**src/rtl/edge_gen_if.sv**
```systemverilog
// Request/level bundle between control logic and the edge_gen serial driver.
interface edge_gen_if;
  logic rise_req_i;
  logic fall_req_i;
  logic a_o;
  logic busy_o;
  logic pend_o;
  logic drop_o;

  modport master (
    output rise_req_i, fall_req_i,
    input  a_o, busy_o, pend_o, drop_o
  );

  modport slave (
    input  rise_req_i, fall_req_i,
    output a_o, busy_o, pend_o, drop_o
  );
endinterface

```
**src/rtl/edge_gen.sv**
```systemverilog
// Serial level generator: turns rise/fall request pulses into a registered level
// with enforced minimum high/low dwell, one-deep opposite-direction pending slot.
module edge_gen #(
  parameter int MIN_HIGH = 3,
  parameter int MIN_LOW  = 2,
  parameter int CNT_W    = $clog2((MIN_HIGH > MIN_LOW) ? MIN_HIGH : MIN_LOW) + 1
) (
  input  logic       clk,
  input  logic       reset,
  edge_gen_if.slave  bus
);

  typedef enum logic [1:0] {
    LOW_STABLE,
    HIGH_HOLD,
    HIGH_STABLE,
    LOW_HOLD
  } state_t;

  localparam logic [CNT_W-1:0] HIGH_LOAD = CNT_W'(MIN_HIGH - 1);
  localparam logic [CNT_W-1:0] LOW_LOAD  = CNT_W'(MIN_LOW - 1);

  state_t           state_q, state_d;
  logic [CNT_W-1:0] cnt_q, cnt_d;
  logic             a_q, a_d;
  logic             pend_q, pend_d;
  logic             drop_q, drop_d;

  logic rise_only, fall_only, both;

  assign both      = bus.rise_req_i &  bus.fall_req_i;
  assign rise_only = bus.rise_req_i & ~bus.fall_req_i;
  assign fall_only = bus.fall_req_i & ~bus.rise_req_i;

  always_ff @(posedge clk or posedge reset) begin
    if (reset) begin
      state_q <= LOW_STABLE;
      cnt_q   <= '0;
      a_q     <= 1'b0;
      pend_q  <= 1'b0;
      drop_q  <= 1'b0;
    end else begin
      state_q <= state_d;
      cnt_q   <= cnt_d;
      a_q     <= a_d;
      pend_q  <= pend_d;
      drop_q  <= drop_d;
    end
  end

  always_comb begin
    state_d = state_q;
    cnt_d   = cnt_q;
    a_d     = a_q;
    pend_d  = pend_q;
    drop_d  = both;

    case (state_q)
      LOW_STABLE: begin
        if (rise_only) begin
          a_d     = 1'b1;
          state_d = HIGH_HOLD;
          cnt_d   = HIGH_LOAD;
        end
      end

      HIGH_STABLE: begin
        if (fall_only) begin
          a_d     = 1'b0;
          state_d = LOW_HOLD;
          cnt_d   = LOW_LOAD;
        end
      end

      HIGH_HOLD: begin
        if (cnt_q != '0) begin
          cnt_d = cnt_q - CNT_W'(1);
          if (fall_only) pend_d = 1'b1;
        end else if (pend_q || fall_only) begin
          // Pending or same-cycle fall executes right as the dwell ends.
          a_d     = 1'b0;
          state_d = LOW_HOLD;
          cnt_d   = LOW_LOAD;
          pend_d  = 1'b0;
        end else begin
          state_d = HIGH_STABLE;
        end
      end

      LOW_HOLD: begin
        if (cnt_q != '0) begin
          cnt_d = cnt_q - CNT_W'(1);
          if (rise_only) pend_d = 1'b1;
        end else if (pend_q || rise_only) begin
          a_d     = 1'b1;
          state_d = HIGH_HOLD;
          cnt_d   = HIGH_LOAD;
          pend_d  = 1'b0;
        end else begin
          state_d = LOW_STABLE;
        end
      end

      default: begin
        state_d = LOW_STABLE;
        a_d     = 1'b0;
        cnt_d   = '0;
        pend_d  = 1'b0;
      end
    endcase
  end

  assign bus.a_o    = a_q;
  assign bus.pend_o = pend_q;
  assign bus.drop_o = drop_q;
  assign bus.busy_o = (state_q == HIGH_HOLD) || (state_q == LOW_HOLD);

endmodule

```
**src/flat_wrapper.sv**
```systemverilog
// flat-port wrapper written by rule: the top's interface ports become plain ports
module edge_gen_flat 
#(
  parameter int MIN_HIGH = 3,
  parameter int MIN_LOW  = 2,
  parameter int CNT_W    = $clog2((MIN_HIGH > MIN_LOW) ? MIN_HIGH : MIN_LOW) + 1
)
  (clk, reset, bus_rise_req_i, bus_fall_req_i, bus_a_o, bus_busy_o, bus_pend_o, bus_drop_o);
  edge_gen_if bus_i ();
  input  logic clk;
  input  logic reset;
  input wire logic [$bits(bus_i.rise_req_i)-1:0] bus_rise_req_i;
  input wire logic [$bits(bus_i.fall_req_i)-1:0] bus_fall_req_i;
  output wire logic [$bits(bus_i.a_o)-1:0] bus_a_o;
  output wire logic [$bits(bus_i.busy_o)-1:0] bus_busy_o;
  output wire logic [$bits(bus_i.pend_o)-1:0] bus_pend_o;
  output wire logic [$bits(bus_i.drop_o)-1:0] bus_drop_o;
  assign bus_i.rise_req_i = bus_rise_req_i;
  assign bus_i.fall_req_i = bus_fall_req_i;
  assign bus_a_o = bus_i.a_o;
  assign bus_busy_o = bus_i.busy_o;
  assign bus_pend_o = bus_i.pend_o;
  assign bus_drop_o = bus_i.drop_o;
  edge_gen #(.MIN_HIGH(MIN_HIGH), .MIN_LOW(MIN_LOW), .CNT_W(CNT_W)) u_core (.clk(clk), .reset(reset), .bus(bus_i));
endmodule
```
**config.mk**
```make
export PLATFORM = sky130hd
export DESIGN_NAME = edge_gen_flat
export DESIGN_NICKNAME = d
export VERILOG_FILES = /design/src/rtl/edge_gen_if.sv /design/src/rtl/edge_gen.sv /design/src/flat_wrapper.sv
export SDC_FILE = /design/constraint.sdc
export NUM_CORES = 1
export LEC_CHECK = 0
export CAP_MARGIN = 40
export CORE_AREA = 2 2 39 41
export CTS_CLUSTER_SIZE = 16
export DETAILED_ROUTE_END_ITERATION = 6
export DIE_AREA = 0 0 41 43
export PLACE_DENSITY_LB_ADDON = 0.3
export SETUP_SLACK_MARGIN = 0.3
export SLEW_MARGIN = 20
export SYNTH_ARGS = -nofsm -noshare
export SYNTH_HDL_FRONTEND = slang
export SYNTH_SLANG_ARGS = --single-unit
```
**constraint.sdc**
```tcl
create_clock -name clk -period 2.93 [get_ports clk]
set_input_delay 0.4395 -clock clk [delete_from_list [all_inputs] [get_ports clk]]
set_output_delay 0.4395 -clock clk [all_outputs]
set_load 0.005 [all_outputs]
```
# After elaboration in Yosys (flattened, before gate mapping)
# Index checks and enable logic that the tools add are counted.
# totals
input_bits,4
ff_bits,8
out_inout_bits,4
# classes
n_reduce_logical,10
mux,26
bitwise,5
add_sub_neg,1
n_eq_ne,13
# ops
op,n
$mux W3,6
$mux W1,12
$pmux W3 S4,1
$mux W2,4
$ne A2 B1 Y1 const B,4
$pmux W2 S4,1
$reduce_and A4 Y1,2
$ne A3 B1 Y1 const B,2
$ne A3 B2 Y1 const B,2
$reduce_and A6 Y1,1
$reduce_and A5 Y1,1
$eq A2 B2 Y1 const B,2
$ne A2 B2 Y1 const B,2
$pmux W1 S4,1
$and A1 B1 Y1,3
$logic_or A1 B1 Y1,3
$reduce_bool A3 Y1,1
$sub A3 B1 Y3 const B,1
$eq A2 B1 Y1 const B,1
$logic_not A2 Y1,1
$not A1 Y1,2
$pmux W1 S2,1
$reduce_bool A2 Y1,1

# Depth between registers and ports, before layout
# Gate-level depths: netlist (run 1).
# logic_depth
depth_word,6
ltp_mapped,6
ltp_nobuf,6

# Least setup slack after synthesis (run 1)
# No wires, ideal clock.
# synth_path
kind,register to register
start,reg u_core.state_q[1]
end,reg u_core.cnt_q[0]
slack_ns,1.260
path_buffers,0
required_time_ns,2.802
stages_incl_launch_ff,7
t_arrival_ns,1.543
path_cell_list,dfrtp_1 > inv_1 > ha_1 > inv_1 > and2_1 > o41ai_2 > mux2_1
# synth_via
elab_chain_cells,3
elab_cells_between_ends,10
# synth_rtl
element,line_no,source
start: declaration,edge_gen.sv:23,"state_t state_q, state_d;"
start signal: assignment,edge_gen.sv:43,state_q <= state_d;
"$eq A2 B1 Y1, or another cell as far along",edge_gen.sv:58,case (state_q)
$ne A3 B1 Y1 (no source line) / $ne A2 B1 Y1 (equally long branches),n/a,
$reduce_and A4 Y1 (no source line),n/a,
end signal: assignment,edge_gen.sv:44,cnt_q <= cnt_d;
end: declaration,edge_gen.sv:24,"logic [CNT_W-1:0] cnt_q, cnt_d;"
# Parallel ways exist; a longest one is shown, timed or not.
# A chain may end at the register's enable or synchronous reset.

# Worst setup path in the final report (run 1)
# layout_path
start,reg u_core.state_q[0]
end,out bus_busy_o
# layout_via
elab_chain_cells,2
elab_cells_between_ends,3
# layout_rtl
element,line_no,source
$eq A2 B1 Y1 / $eq A2 B2 Y1 (equally long branches),edge_gen.sv:116,assign bus.busy_o = (state_q == HIGH_HOLD) || (state_q == LOW_HOLD);
$logic_or A1 B1 Y1 (*),edge_gen.sv:116,
end: declaration,flat_wrapper.sv:15,output wire logic [$bits(bus_i.busy_o)-1:0] bus_busy_o;
# Mark *: on every way between the ends. The rest lies on a longest branch, timed or not.

==> results of run 1 <==
[Yosys cell counts, types with 2 or more instances]
library cell,instances
o21ai_0,6
and2_1,3
nand2_1,3
inv_1,6
ha_1,5
o22ai_1,2
nor2_1,3
nor2b_1,3
nor3_1,3
a21oi_1,5
dfrtp_1,8
[cells by family after synthesis]
| group | Yosys count |
|---|---|
| buffers and inverters | 6 |
| adder cells (fa/ha/maj) | 5 |
| multiplexers | 2 |
| flip-flops | 8 |
| AND/OR/NAND/NOR | 19 |
| AO/OA/AOI/OAI | 22 |
[cell type report]
| cell class | instances | area [um^2] | share of cell area [%] |
|---|---|---|---|
| well taps | 16 | 20.0 | 2.90 |
| clock buffers | 3 | 22.5 | 3.26 |
| inverters | 6 | 22.5 | 3.26 |
| flip-flops and latches | 8 | 200 | 29.0 |
| repair buffers | 7 | 70.1 | 10.1 |
| multi-input cells | 48 | 355 | 51.4 |
[registers in the layout (all words and copies together) (netlist names)]
name               count
u_core.bus.pend_o      1
u_core.cnt_q           3
u_core.state_q         2
u_core.bus.a_o         1
u_core.bus.drop_o      1
[routing by layer]
metal,GRT usage (%),vias to the layer above,part of all wire (%)
met4,7.33,0,2.5
met3,5.76,5,3.9
met1,22.1,222,45
met5,0,-,0
met2,25.6,11,48
li1,-,251,-
[power breakdown]
group | leakage (nW) | switching [mW] | internal (mW)
Combinational | 0.193 | 0.256 | 0.243
Sequential | 0.0988 | 0.0604 | 0.158
Clock | 0.0138 | 0.0428 | 0.0472
Total | 0.306 | 0.360 | 0.448
[placed cells by master, fill, tap and decap left out, types with 2 or more instances in the layout]
master / instances
a21oi_1: 5
and2_1: 3
clkbuf_4: 3
clkdlybuf4s50_1: 7
dfrtp_1: 8
ha_1: 5
inv_1: 6
nand2_1: 3
nor2_1: 3
nor2b_1: 3
nor3_1: 3
o21ai_0: 6
o22ai_1: 2
[path summary, 6_finish.rpt]
path,start,to,slack [ns],depth (start not counted)
worst max-delay path,u_core.state_q[0],bus_busy_o,0.68,3
worst min-delay path,reset,u_core.bus.drop_o,0.42,2
worst min register to register,u_core.bus.a_o,u_core.bus.a_o,0.53,2
min in group clk,u_core.bus.a_o,u_core.bus.a_o,0.53,2
worst max register to register,u_core.state_q[0],u_core.bus.a_o,1.04,6
max in group asynchronous,reset,u_core.state_q[1],2.26,2
[critical path, cell delays in order (launching register included)]
cell	delay (ns)
dfrtp_1	0.43
ha_1	0.32
or2_2	0.35
clkdlybuf4s50_1	0.45
[metrics by stage]
step	instance area, um^2	total power, mW	setup slack, ns
detailed placement	668	0.711	0.729
finish	691	0.807	0.683
CTS	691	0.805	0.689
floorplan	578	0.571	1.26
global route	691	0.878	0.602
global placement	668	0.702	0.782
==> impl_metrics.py, run 1 <==
metrics = {
    "run_status": {
        "status": "finished clean",
    },
    "pwr": {
        "irDropWorstVdd_uv": 525,
        "cellLeakagePower_nw": 0.306,
        "powerDensity_nw_per_um2": 1170,
    },
    "floorplanning": {
        "fp.dieH_um": 43,
        "die_w_um": 41,
        "core_area_um2": 1380,
        "die-area_um2": 1760,
        "initial_core_util_pct": 41.8,
        "ios": 8,
        "num_rows": 14,
    },
    "clock_tree": {
        "post_cts_buffers": 0,
        "cts-buffers-inserted": 3,
        "clk_path_buf_depth": 2,
        "insertion_delay_ns": 0.26,
        "clkTransAtPathRegs_ns": 0.06,
        "cts.root.buffer_cell": "clkbuf_4",
        "cts_hold_buf": 0,
        "cts_resized": 0,
        "cts_tree": "yes",
        "htree_levels": 1,
        "cts_sinks": 8,
    },
    "timing": {
        "finClkSkew_ns": 0.00615,
        "rsz0062_at_grt": "no",
        "fmaxAchievable_mhz": 445,
        "hold_violations": 0,
        "setup_viol": 0,
        "timing.slew.headroom_pct": 72.9,
        "fin_tns_setup_ns": 0,
        "report.final.slew_viol_count": 0,
        "period_share_pct": 76.7,
        "fin_hold_ws_ns": 0.422,
        "worstMarginPinSlew_ns": 0.407,
        "period_needed_ns": 2.25,
    },
    "synth": {
        "synth_area_um2": 578,
        "ys_ff_latch": 8,
        "async_reset_ff_share_pct": 100,
        "synth-compound-area-share_pct": 28.8,
        "synth_edf_count": 0,
        "synth.net_count": 71,
        "synth_top_cells_by_area": "dfrtp_1, ha_1, o21ai_0, a2111oi_4, a21oi_1",
        "synth_top_area_cell": "dfrtp_1",
        "ys_types": 26,
        "muxShareOfSynthArea_pct": 3.68,
        "synth_top_family_by_area": "compound AO/OA/AOI/OAI gates",
        "yosysWarnings": 0,
        "syn_area_per_cell_um2": 9.32,
        "synth_adder_area_share_pct": 10.8,
        "yosys.area_share.simple_pct": 18.2,
        "synth_xor_area_share_pct": 0,
        "syn_inst": 62,
        "ys_seq_area_share_pct": 34.6,
        "synth.top_cell.area_share_pct": 34.6,
        "ys.flop_type": "dfrtp_1",
    },
    "global_route": {
        "track_usage_pct": 17.3,
        "antenna_found_initial": 0,
        "grt_pass1_wl_mm": 2.05,
        "grt_pass1_vias": 496,
        "grt_start_max_net_pins": 9,
        "overflow": 0,
    },
    "final_layout": {
        "fin_util_pct": 49.9,
        "nNetsFinal": 83,
        "drive_above_1_share_pct": 9.72,
        "n_antenna_cell": 0,
        "finalNonFillerCells": 88,
        "syn2layout_area_growth_pct": 19.5,
        "fillers": 138,
    },
    "detailed_routing": {
        "drc": 0,
        "vias_per_cell": 5.56,
        "postRouteAntennaNets": 0,
        "vias": 489,
        "wl_per_cell_um": 14.3,
        "firstDrtPassIters": 4,
        "drt_iter0_drc": 18,
        "routed_wl_mm": 1.26,
    },
    "setup_path": {
        "cp-end-kind": "output port",
        "crit_arrival_ns": 1.81,
        "path_max_fanout": 8,
        "startpoint_type": "flip-flop",
        "required_ns": 2.49,
        "critical_path_class": "flip-flop to output port",
    },
    "worst_hold_path": {
        "hold_path.class": "input port to asynchronous set/reset pin",
    },
    "placement": {
        "hpwl_um": 936,
        "gp_congestion": 0.772,
        "dpl.cell_count": 85,
        "io_buffers": 7,
    },
    "run": {
        "maxCapViolCount": 0,
    },
}
(Power assumes the default switching activity.)
==> run 2, diff against run 1 <==
- clock period: 2.93 -> 2.1 ns (I/O delays scaled with it)
==> run 2 against run 1 <==
  * Core utilization is 7.7 points higher
  * Largest power group unchanged
  * Non-clock buffer count is 5 higher
  * Power is 67% higher
  * Global-route usage is 1.7 points higher
  * First-iteration DRC count is 11% lower
  * Clock power is 43% higher
  * Critical path type is now input port to flip-flop
==> impl_metrics.py, run 2 (synthesized netlist as in run 1, its figures left out) <==
metrics = {
    "clock_tree": {
        "cts_sinks": 8,
        "cts.root.buffer_cell": "clkbuf_4",
        "insertion_delay_ns": 0.27,
        "htree_levels": 1,
        "cts_tree": "yes",
        "cts-buffers-inserted": 3,
        "clkTransAtPathRegs_ns": 0.06,
        "clk_path_buf_depth": 2,
    },
    "worst_hold_path": {
        "hold_path.class": "input port to asynchronous set/reset pin",
    },
    "final_layout": {
        "ff_latch_area_um2": 203,
        "layout_commonest_cell": "dfrtp_1",
        "top_register": "u_core.cnt_q",
        "finalInstanceArea_um2": 797,
        "multi_input_area_um2": 419,
        "drive_above_1_share_pct": 31.2,
        "nNetsFinal": 88,
        "largest_reg_flops": 3,
        "n_antenna_cell": 0,
        "fillers": 117,
        "syn2layout_area_growth_pct": 37.9,
        "largest_registers": "u_core.cnt_q x3, u_core.state_q x2",
    },
    "floorplanning": {
        "num_rows": 14,
        "die-area_um2": 1760,
        "initial_core_util_pct": 41.8,
        "core_area_um2": 1380,
        "die_w_um": 41,
        "ios": 8,
        "fp.dieH_um": 43,
    },
    "detailed_routing": {
        "drc": 0,
        "postRouteAntennaNets": 0,
        "vias": 535,
        "drt_iter0_drc": 16,
        "firstDrtPassIters": 4,
        "wl_per_cell_um": 16.0,
        "vias_per_cell": 5.75,
        "routed_wl_mm": 1.49,
    },
    "setup_path": {
        "critical_path_class": "input port to flip-flop",
        "startpoint_type": "input port",
        "required_ns": 2.24,
        "cp-endpoint": "u_core.state_q[0]",
        "setup.worst_path.start": "bus_fall_req_i",
        "cp-end-kind": "flip-flop",
        "rr_worst_depth": 5,
        "reg2reg_slack_ns": 0.30,
        "r2r-end": "u_core.state_q[0]",
        "crit_arrival_ns": 1.97,
        "rr_startpoint": "u_core.state_q[0]",
        "path_max_fanout": 5,
    },
    "run": {
        "maxCapViolCount": 0,
    },
    "timing": {
        "rsz0062_at_grt": "yes",
        "fin_hold_ws_ns": 0.287,
        "setup_ws_ns": 0.273,
        "setup_viol": 0,
        "finClkSkew_ns": 0.00976,
        "period_share_pct": 87.0,
        "fmaxAchievable_mhz": 547,
        "timing.slew.headroom_pct": 73.4,
        "period_needed_ns": 1.83,
        "worstMarginPinSlew_ns": 0.400,
        "hold_violations": 0,
        "report.final.slew_viol_count": 0,
        "fin_tns_setup_ns": 0,
    },
    "pwr": {
        "powerDensity_nw_per_um2": 1690,
        "irDropWorstVdd_uv": 812,
        "p_comb_share_pct": 66.3,
        "cellLeakagePower_nw": 0.341,
        "internal_power_mw": 0.755,
        "power_frac_clock_pct": 9.6,
        "switching_share_pct": 43.8,
        "power.switching_mw": 0.589,
        "pwr-share-seq_pct": 24.1,
    },
    "global_route": {
        "grt_pass1_wl_mm": 2.21,
        "antenna_found_initial": 0,
        "grt_start_max_net_pins": 9,
        "track_usage_pct": 18.9,
        "grt_pass1_vias": 478,
        "overflow": 0,
    },
    "placement": {
        "hpwl_um": 902,
        "placed_area_um2": 676,
        "io_buffers": 7,
        "gp_congestion": 0.780,
        "pre_cts_slack_ns": 0.0769,
    },
    "run_status": {
        "status": "finished clean",
    },
}
[run 2: changes by cell type in the layout (fill, tap and decap cells not counted), sizes merged]
| cell | delta |
|---|---|
| dlymetal6s2s | +1 |
| clkdlybuf4s15 | +1 |
| clkdlybuf4s50 | -2 |
| buf | +5 |
[run 2: worst min path at each step]
stage	startpoint	endpoint	slack, ns	depth (start not counted)
3_5_place_dp	u_core.bus.a_o	u_core.bus.a_o	0.51	2
4_1_cts	reset	u_core.bus.pend_o	0.31	2
5_1_grt	reset	u_core.bus.pend_o	0.33	2
3_3_place_gp	u_core.bus.a_o	u_core.bus.a_o	0.52	2
6_report	reset	u_core.bus.a_o	0.29	2
2_1_floorplan	reset	u_core.bus.a_o	0.13	1
[run 2: worst max-delay path, cell delays in order]
cell	delay, ns
clkdlybuf4s50_1	0.55
nand2b_1	0.11
buf_4	0.17
a2111oi_4	0.46
nand4_1	0.17
a21boi_2	0.19
[run 2: final cells by class]
type | count | area share, %
tap | 16 | 2.51
timing repair buffer | 12 | 13.8
sequential | 8 | 25.4
inverter | 6 | 2.83
clock buffer | 3 | 2.83
multi-input combinational | 48 | 52.6
[run 2: per-stage QoR]
step | total power [mW] | util [%] | instances
after floorplan | 0.796 | - | 62
after global placement | 0.983 | 48.8 | 86
after detailed placement | 0.990 | 48.8 | 86
after CTS | 1.23 | 54.5 | 92
after global routing | 1.45 | 57.6 | 93
final | 1.34 | 57.6 | 93
[run 2: timing repair]
action	in CTS	in global routing
buffers inserted	3	1
setup endpoints to repair	4	6
pin swaps	4	2
hold buffers	0	0
resized for setup	11	10
[run 2: power groups by stage]
| stage | logic (mW) | clock network, mW | registers, mW |
|---|---|---|---|
| after floorplan | 0.508 | 0 | 0.288 |
| after global placement | 0.681 | 0 | 0.302 |
| after detailed placement | 0.685 | 0 | 0.304 |
| after CTS | 0.783 | 0.127 | 0.317 |
| after global routing | 0.978 | 0.136 | 0.336 |
| final | 0.891 | 0.129 | 0.324 |
[run 2: metal layers]
metal | share of wire [%] | vias up | global-route usage [%]
li1 | - | 259 | -
met5 | 0 | - | 0
met2 | 53 | 17 | 27.2
met4 | 2.4 | 0 | 10.0
met1 | 41 | 254 | 25.1
met3 | 3.4 | 5 | 4.71
